**config.mk**
```make
export PLATFORM = sky130hd
export DESIGN_NAME = uart_tx_fifo_flat
export DESIGN_NICKNAME = d
export VERILOG_FILES = /design/src/rtl/uart_tx_fifo_if.sv /design/src/rtl/uart_tx_fifo.sv /design/src/flat_wrapper.sv
export SDC_FILE = /design/constraint.sdc
export NUM_CORES = 1
export LEC_CHECK = 0
export CELL_PAD_IN_SITES_DETAIL_PLACEMENT = 0
export CELL_PAD_IN_SITES_GLOBAL_PLACEMENT = 2
export CORE_MARGIN = 10
export CORE_UTILIZATION = 45
export CTS_CLUSTER_SIZE = 16
export DETAILED_ROUTE_END_ITERATION = 12
export PLACE_DENSITY_LB_ADDON = 0.1
export RECOVER_POWER = 100
export REMOVE_ABC_BUFFERS = 1
export SLEW_MARGIN = 20
export SYNTH_ARGS = -nofsm -noshare
export SYNTH_HDL_FRONTEND = slang
export SYNTH_SLANG_ARGS = --single-unit
```
**constraint.sdc**
```tcl
create_clock -name clk -period 3.2 [get_ports clk]
set_clock_uncertainty 0.15 [all_clocks]
set_input_delay 0.32 -clock clk [delete_from_list [all_inputs] [get_ports clk]]
set_output_delay 0.32 -clock clk [all_outputs]
set_load 0.005 [all_outputs]
```
**src/rtl/uart_tx_fifo_if.sv**
```systemverilog
// Write-side and status signals of uart_tx_fifo: the CPU store path pushes bytes
// and polls status, the slave side drives the TX line.
interface uart_tx_fifo_if #(
  parameter int DATA_BITS  = 8,
  parameter int FIFO_DEPTH = 16
);
  logic                          write_en;
  logic [DATA_BITS-1:0]          data;
  logic                          tx;
  logic                          uart_busy;
  logic                          fifo_full;
  logic [$clog2(FIFO_DEPTH):0]   fifo_count;
  logic                          overflow;

  modport master (
    output write_en, data,
    input  tx, uart_busy, fifo_full, fifo_count, overflow
  );

  modport slave (
    input  write_en, data,
    output tx, uart_busy, fifo_full, fifo_count, overflow
  );
endinterface

```
**src/rtl/uart_tx_fifo.sv**
```systemverilog
// UART transmitter with a write FIFO, configurable data width, optional parity
// and 1 or 2 stop bits; every output is registered.
module uart_tx_fifo #(
  parameter int CLK_FREQ   = 100_000_000,
  parameter int BAUD       = 115200,
  parameter int DATA_BITS  = 8,
  parameter int PARITY     = 0,
  parameter int STOP_BITS  = 1,
  parameter int FIFO_DEPTH = 16
) (
  input logic           clk,
  input logic           rst,
  uart_tx_fifo_if.slave bus
);
  localparam int BAUD_DIV = CLK_FREQ / BAUD;
  localparam int AW       = $clog2(FIFO_DEPTH);
  localparam int CW       = AW + 1;
  localparam int BW       = $clog2(BAUD_DIV);
  localparam int IW       = $clog2(DATA_BITS);

  localparam logic [BW-1:0] BAUD_LAST  = BW'(BAUD_DIV - 1);
  localparam logic [IW-1:0] BIT_LAST   = IW'(DATA_BITS - 1);
  localparam logic [CW-1:0] DEPTH_C    = CW'(FIFO_DEPTH);
  localparam logic          HAS_PARITY = (PARITY != 0);
  localparam logic          ODD_PARITY = (PARITY == 2);
  localparam logic          STOP_LAST  = (STOP_BITS == 2);

  typedef enum logic [2:0] {S_IDLE, S_START, S_DATA, S_PARITY, S_STOP} state_t;

  logic [DATA_BITS-1:0] mem [FIFO_DEPTH];
  logic [AW-1:0]        wr_ptr, rd_ptr;
  logic [CW-1:0]        count, count_next;

  state_t               state;
  logic [BW-1:0]        baud_cnt;
  logic [IW-1:0]        bit_idx;
  logic                 stop_idx;
  logic [DATA_BITS-1:0] shift;
  logic                 par_bit;

  logic                 tx_q, busy_q, full_q, ovf_q;
  logic                 push, pop, baud_end, frame_done;

  // NOTE: every signal gets a default before any branch so no latch is inferred.
  always_comb begin
    push       = bus.write_en && (count != DEPTH_C);
    pop        = (state == S_IDLE) && (count != '0);
    baud_end   = (baud_cnt == BAUD_LAST);
    frame_done = (state == S_STOP) && baud_end && (stop_idx == STOP_LAST);
    count_next = count;
    if (push && !pop)      count_next = count + CW'(1);
    else if (!push && pop) count_next = count - CW'(1);
  end

  // NOTE: the storage array has no reset; pointers and count alone say what is valid.
  always_ff @(posedge clk) begin
    if (push) mem[wr_ptr] <= bus.data;
  end

  // Full is judged on the pre-edge count, so a write at full is dropped even when
  // the engine pops at the same edge.
  always_ff @(posedge clk) begin
    if (rst) begin
      wr_ptr <= '0;
      rd_ptr <= '0;
      count  <= '0;
      full_q <= 1'b0;
      ovf_q  <= 1'b0;
      busy_q <= 1'b0;
    end else begin
      if (push) wr_ptr <= wr_ptr + AW'(1);
      if (pop)  rd_ptr <= rd_ptr + AW'(1);
      count  <= count_next;
      full_q <= (count_next == DEPTH_C);
      ovf_q  <= bus.write_en && !push;
      busy_q <= pop || ((state != S_IDLE) && !frame_done) || (count_next != '0);
    end
  end

  // NOTE: sequential state uses non-blocking assignments so every register sees
  // pre-edge values, whatever order the statements appear in.
  always_ff @(posedge clk) begin
    if (rst) begin
      state    <= S_IDLE;
      baud_cnt <= '0;
      bit_idx  <= '0;
      stop_idx <= 1'b0;
      shift    <= '0;
      par_bit  <= 1'b0;
      tx_q     <= 1'b1;
    end else begin
      baud_cnt <= baud_end ? '0 : baud_cnt + BW'(1);
      unique case (state)
        S_IDLE: begin
          baud_cnt <= '0;
          tx_q     <= 1'b1;
          if (pop) begin
            shift   <= mem[rd_ptr];
            par_bit <= (^mem[rd_ptr]) ^ ODD_PARITY;
            tx_q    <= 1'b0;
            state   <= S_START;
          end
        end
        S_START: begin
          if (baud_end) begin
            bit_idx <= '0;
            tx_q    <= shift[0];
            state   <= S_DATA;
          end
        end
        S_DATA: begin
          if (baud_end) begin
            if (bit_idx == BIT_LAST) begin
              stop_idx <= 1'b0;
              if (HAS_PARITY) begin
                tx_q  <= par_bit;
                state <= S_PARITY;
              end else begin
                tx_q  <= 1'b1;
                state <= S_STOP;
              end
            end else begin
              bit_idx <= bit_idx + IW'(1);
              shift   <= shift >> 1;
              tx_q    <= shift[1];
            end
          end
        end
        S_PARITY: begin
          if (baud_end) begin
            stop_idx <= 1'b0;
            tx_q     <= 1'b1;
            state    <= S_STOP;
          end
        end
        S_STOP: begin
          tx_q <= 1'b1;
          if (baud_end) begin
            if (stop_idx == STOP_LAST) state <= S_IDLE;
            else                       stop_idx <= 1'b1;
          end
        end
        default: state <= S_IDLE;
      endcase
    end
  end

  assign bus.tx         = tx_q;
  assign bus.uart_busy  = busy_q;
  assign bus.fifo_full  = full_q;
  assign bus.fifo_count = count;
  assign bus.overflow   = ovf_q;
endmodule

```
**src/flat_wrapper.sv**
```systemverilog
// flat-port wrapper written by rule: the top's interface ports become plain ports
module uart_tx_fifo_flat 
#(
  parameter int CLK_FREQ   = 100_000_000,
  parameter int BAUD       = 115200,
  parameter int DATA_BITS  = 8,
  parameter int PARITY     = 0,
  parameter int STOP_BITS  = 1,
  parameter int FIFO_DEPTH = 16
)
  (clk, rst, bus_write_en, bus_data, bus_tx, bus_uart_busy, bus_fifo_full, bus_fifo_count, bus_overflow);
  uart_tx_fifo_if #(.DATA_BITS(DATA_BITS), .FIFO_DEPTH(FIFO_DEPTH)) bus_i ();
  input logic clk;
  input logic rst;
  input wire logic [$bits(bus_i.write_en)-1:0] bus_write_en;
  input wire logic [$bits(bus_i.data)-1:0] bus_data;
  output wire logic [$bits(bus_i.tx)-1:0] bus_tx;
  output wire logic [$bits(bus_i.uart_busy)-1:0] bus_uart_busy;
  output wire logic [$bits(bus_i.fifo_full)-1:0] bus_fifo_full;
  output wire logic [$bits(bus_i.fifo_count)-1:0] bus_fifo_count;
  output wire logic [$bits(bus_i.overflow)-1:0] bus_overflow;
  assign bus_i.write_en = bus_write_en;
  assign bus_i.data = bus_data;
  assign bus_tx = bus_i.tx;
  assign bus_uart_busy = bus_i.uart_busy;
  assign bus_fifo_full = bus_i.fifo_full;
  assign bus_fifo_count = bus_i.fifo_count;
  assign bus_overflow = bus_i.overflow;
  uart_tx_fifo #(.CLK_FREQ(CLK_FREQ), .BAUD(BAUD), .DATA_BITS(DATA_BITS), .PARITY(PARITY), .STOP_BITS(STOP_BITS), .FIFO_DEPTH(FIFO_DEPTH)) u_core (.clk(clk), .rst(rst), .bus(bus_i));
endmodule
```
==> impl_metrics.ini <==
[outcome]
status = finished clean

[finish]
nets = 499
post_route_cells_drive_above_1_share_pct = 15.68
utilization_pct = 52.73
antennaDiodeCount = 0
final_cell_mix = 128 x edfxtp_1, 45 x nor2_1, 44 x dfxtp_1
area_growth_pct = 14.63
final_common_cell = edfxtp_1

[clocking]
clock_latency_ns = 0.44
clkSinkCount = 173
clock_path_buffers = 2
cts_tree = built
cts_buffers = 17
postCtsSetupBuffers = 0
htree_num_levels = 4
cts_resized = 0
ctsHoldBuffers = 0
cts_root_buf = clkbuf_16
cts.clk_slew.worst_paths_ns = 0.07

[setup_path]
worst-setup-path-type = flip-flop to flip-flop
cp.required_ns = 3.12
cp.arrival_ns = 2.78
rrSetupSlack_ns = 0.34
critPathMaxFanout = 9
critPathLaunchType = flip-flop
crit_path_end_kind = flip-flop

[pwr]
power.ir.vdd_worst_mv = 0.4113
seqPwrFrac_pct = 43.6
p_comb_share_pct = 21.4
p_sw_w = 0.001773
p_clk_share_pct = 35.0
leakage_nw = 2.645
powerDensity_nw_per_um2 = 750.4
intPower_w = 0.004265
swShare_pct = 29.37

[sta]
grt_setup_unrepaired = false
tightest_slew_ns = 0.8156
setup-tns-final_ns = 0
setup_viol = 0
min_period_ns = 2.859
slew_headroom_pct = 45.60
fmax_mhz = 349.8
timing.final.crit_share_pct = 89.34
drv_slew = 0
hold_viol_final = 0

[drt]
routed_wl_mm = 14.31
first_pass_iters = 5
drtAntennaViolNets = 0
wire_per_inst_um = 20.39
drc = 0
drt_iter0_drc = 366
viasPerCell = 5.585
vias = 3921

[global_route]
overflow = 0
grt_pass1_wl_mm = 22.67
grt_pass1_vias = 3841
grt_usage_pct = 14.76
antenna_found_initial = 0
grt_start_max_net_pins = 33

[die]
die_area_um2 = 20990
core-area_um2 = 15260
die_x_um = 144.9
io_pins = 20
fp.dieH_um = 144.9
initial_utilization_pct = 46.00
rows = 45

[place]
dp_hpwl_mm = 9.245
gp_congestion = 0.7693
port_buffers = 19

[run]
drv_cap = 0

[synth]
synth_edf_count = 128
synthCells = 456
ys_seq_area_share_pct = 67.59
synth.distinct_cells = 48
ys_warn_count = 0
synth_seq_cells = 173
ys.flop_type = edfxtp_1
synth.avg_cell_area_um2 = 15.39
synthArstFlopShare_pct = 0
syn-cell-area_um2 = 7019

[min_path]
hp-class = flip-flop to flip-flop
==> worst max-delay path, stage by stage (launching register included) <==
cell	delay, ns
dfxtp_1	0.45
inv_1	0.11
ha_1	0.27
nor4bb_1	0.18
nor2_1	0.44
nand2_1	0.11
nor2_1	0.22
and2_0	0.55
==> logic make-up (layout without fill, tap and decap cells) <==
kind of cell | Yosys count | in the layout | share of synthesized area [%]
muxes | 36 | 36 | 11.02
buffers and inverters | 30 | 65 | 1.836
adders and majority gates | 10 | 10 | 1.783
xor gates and xnor gates | 15 | 15 | 1.872
DFF | 173 | 173 | 67.59
and+or+nand+nor | 136 | 136 | 10.34
AOI/OAI and AO/OA | 56 | 56 | 5.562
==> metrics by stage <==
stage / worst slack, ns / cell area [um2] / power, W / cells / hold WS [ns]
after floorplan: 0.2500 / 6917 / 0.003567 / 433 / 0.2391
after global placement: 0.4768 / 7437 / 0.003980 / 670 / 0.2964
after detailed placement: 0.4382 / 7437 / 0.004003 / 670 / 0.3057
after CTS: 0.5205 / 8056 / 0.006126 / 702 / 0.3231
after global routing: 0.1458 / 8046 / 0.006344 / 702 / 0.3548
final: 0.3412 / 8046 / 0.006038 / 702 / 0.3187
==> final timing paths <==
path                                                          start                       endpoint  depth (start not counted)
worst min-delay path                  u_core.baud_cnt[0]$_SDFF_PP0_  u_core.baud_cnt[0]$_SDFF_PP0_                          1
worst max register to register  u_core.bus.fifo_count[0]$_SDFF_PP0_     u_core.mem[4][3]$_DFFE_PP_                          7
worst min register to register        u_core.baud_cnt[0]$_SDFF_PP0_  u_core.baud_cnt[0]$_SDFF_PP0_                          1
worst max-delay path            u_core.bus.fifo_count[0]$_SDFF_PP0_     u_core.mem[4][3]$_DFFE_PP_                          7
==> registers in the layout (all words and copies together) (netlist names), named ones only <==
register               flops
u_core.rd_ptr              4
u_core.mem               128
u_core.baud_cnt           10
u_core.bus.fifo_full       1
u_core.state               3
u_core.wr_ptr              4
u_core.bus.fifo_count      5
u_core.shift               8
u_core.bus.overflow        1
u_core.bit_idx             3
u_core.bus.uart_busy       1
u_core.bus.tx              1
==> routing by layer <==
| layer | global-route usage [%] | wire length (um) | vias to the layer above |
|---|---|---|---|
| li1 | - | - | 1832 |
| met4 | 4.362 | 147 | 0 |
| met5 | 0 | 0 | - |
| met3 | 4.531 | 613 | 12 |
| met1 | 20.11 | 6760 | 2005 |
| met2 | 22.27 | 6792 | 72 |
==> cell usage after synthesis (3+ instances only) <==
| cell type | n | area [um2] |
|---|---|---|
| dfxtp_1 | 45 | 900.9 |
| nor3_1 | 13 | 65.06 |
| inv_1 | 7 | 26.28 |
| nand4_1 | 5 | 31.28 |
| buf_2 | 7 | 35.03 |
| xnor2_1 | 5 | 43.79 |
| a22oi_1 | 16 | 120.1 |
| buf_1 | 3 | 11.26 |
| nor2b_1 | 3 | 18.77 |
| nor2_1 | 45 | 168.9 |
| xor2_1 | 10 | 87.58 |
| a211oi_1 | 9 | 67.56 |
| a21oi_1 | 11 | 55.05 |
| and2_1 | 14 | 87.58 |
| nand3_1 | 9 | 45.04 |
| edfxtp_1 | 128 | 3844 |
| mux4_2 | 33 | 743.2 |
| nand2_1 | 16 | 60.06 |
| and4_1 | 5 | 43.79 |
| o21ai_0 | 6 | 30.03 |
| mux2i_1 | 3 | 30.03 |
| and3_1 | 5 | 31.28 |
| clkbuf_1 | 12 | 45.04 |
| a31oi_1 | 3 | 18.77 |
| ha_1 | 10 | 125.1 |
| or3_1 | 3 | 18.77 |
==> area by class of cell <==
| class | instances | area [um2] |
|---|---|---|
| inverter | 7 | 26.28 |
| sequential | 173 | 4746 |
| timing repair buffer | 26 | 251.5 |
| multi-input combinational | 253 | 2140 |
| tap | 211 | 264.0 |
| fill | 1273 | 7212 |
| clock inverter | 15 | 193.9 |
| clock buffer | 17 | 425.4 |
==> power by group through the flow <==
| stage | sequential (W) | clock, W | combinational [W] |
|---|---|---|---|
| 2_1_floorplan | 0.00275 | 0 | 0.000818 |
| 3_3_place_gp | 0.00268 | 0 | 0.00130 |
| 3_5_place_dp | 0.00268 | 0 | 0.00132 |
| 4_1_cts | 0.00263 | 0.00216 | 0.00133 |
| 5_1_grt | 0.00265 | 0.00227 | 0.00143 |
| 6_report | 0.00263 | 0.00212 | 0.00129 |
Power figures use the tool's default switching activity.
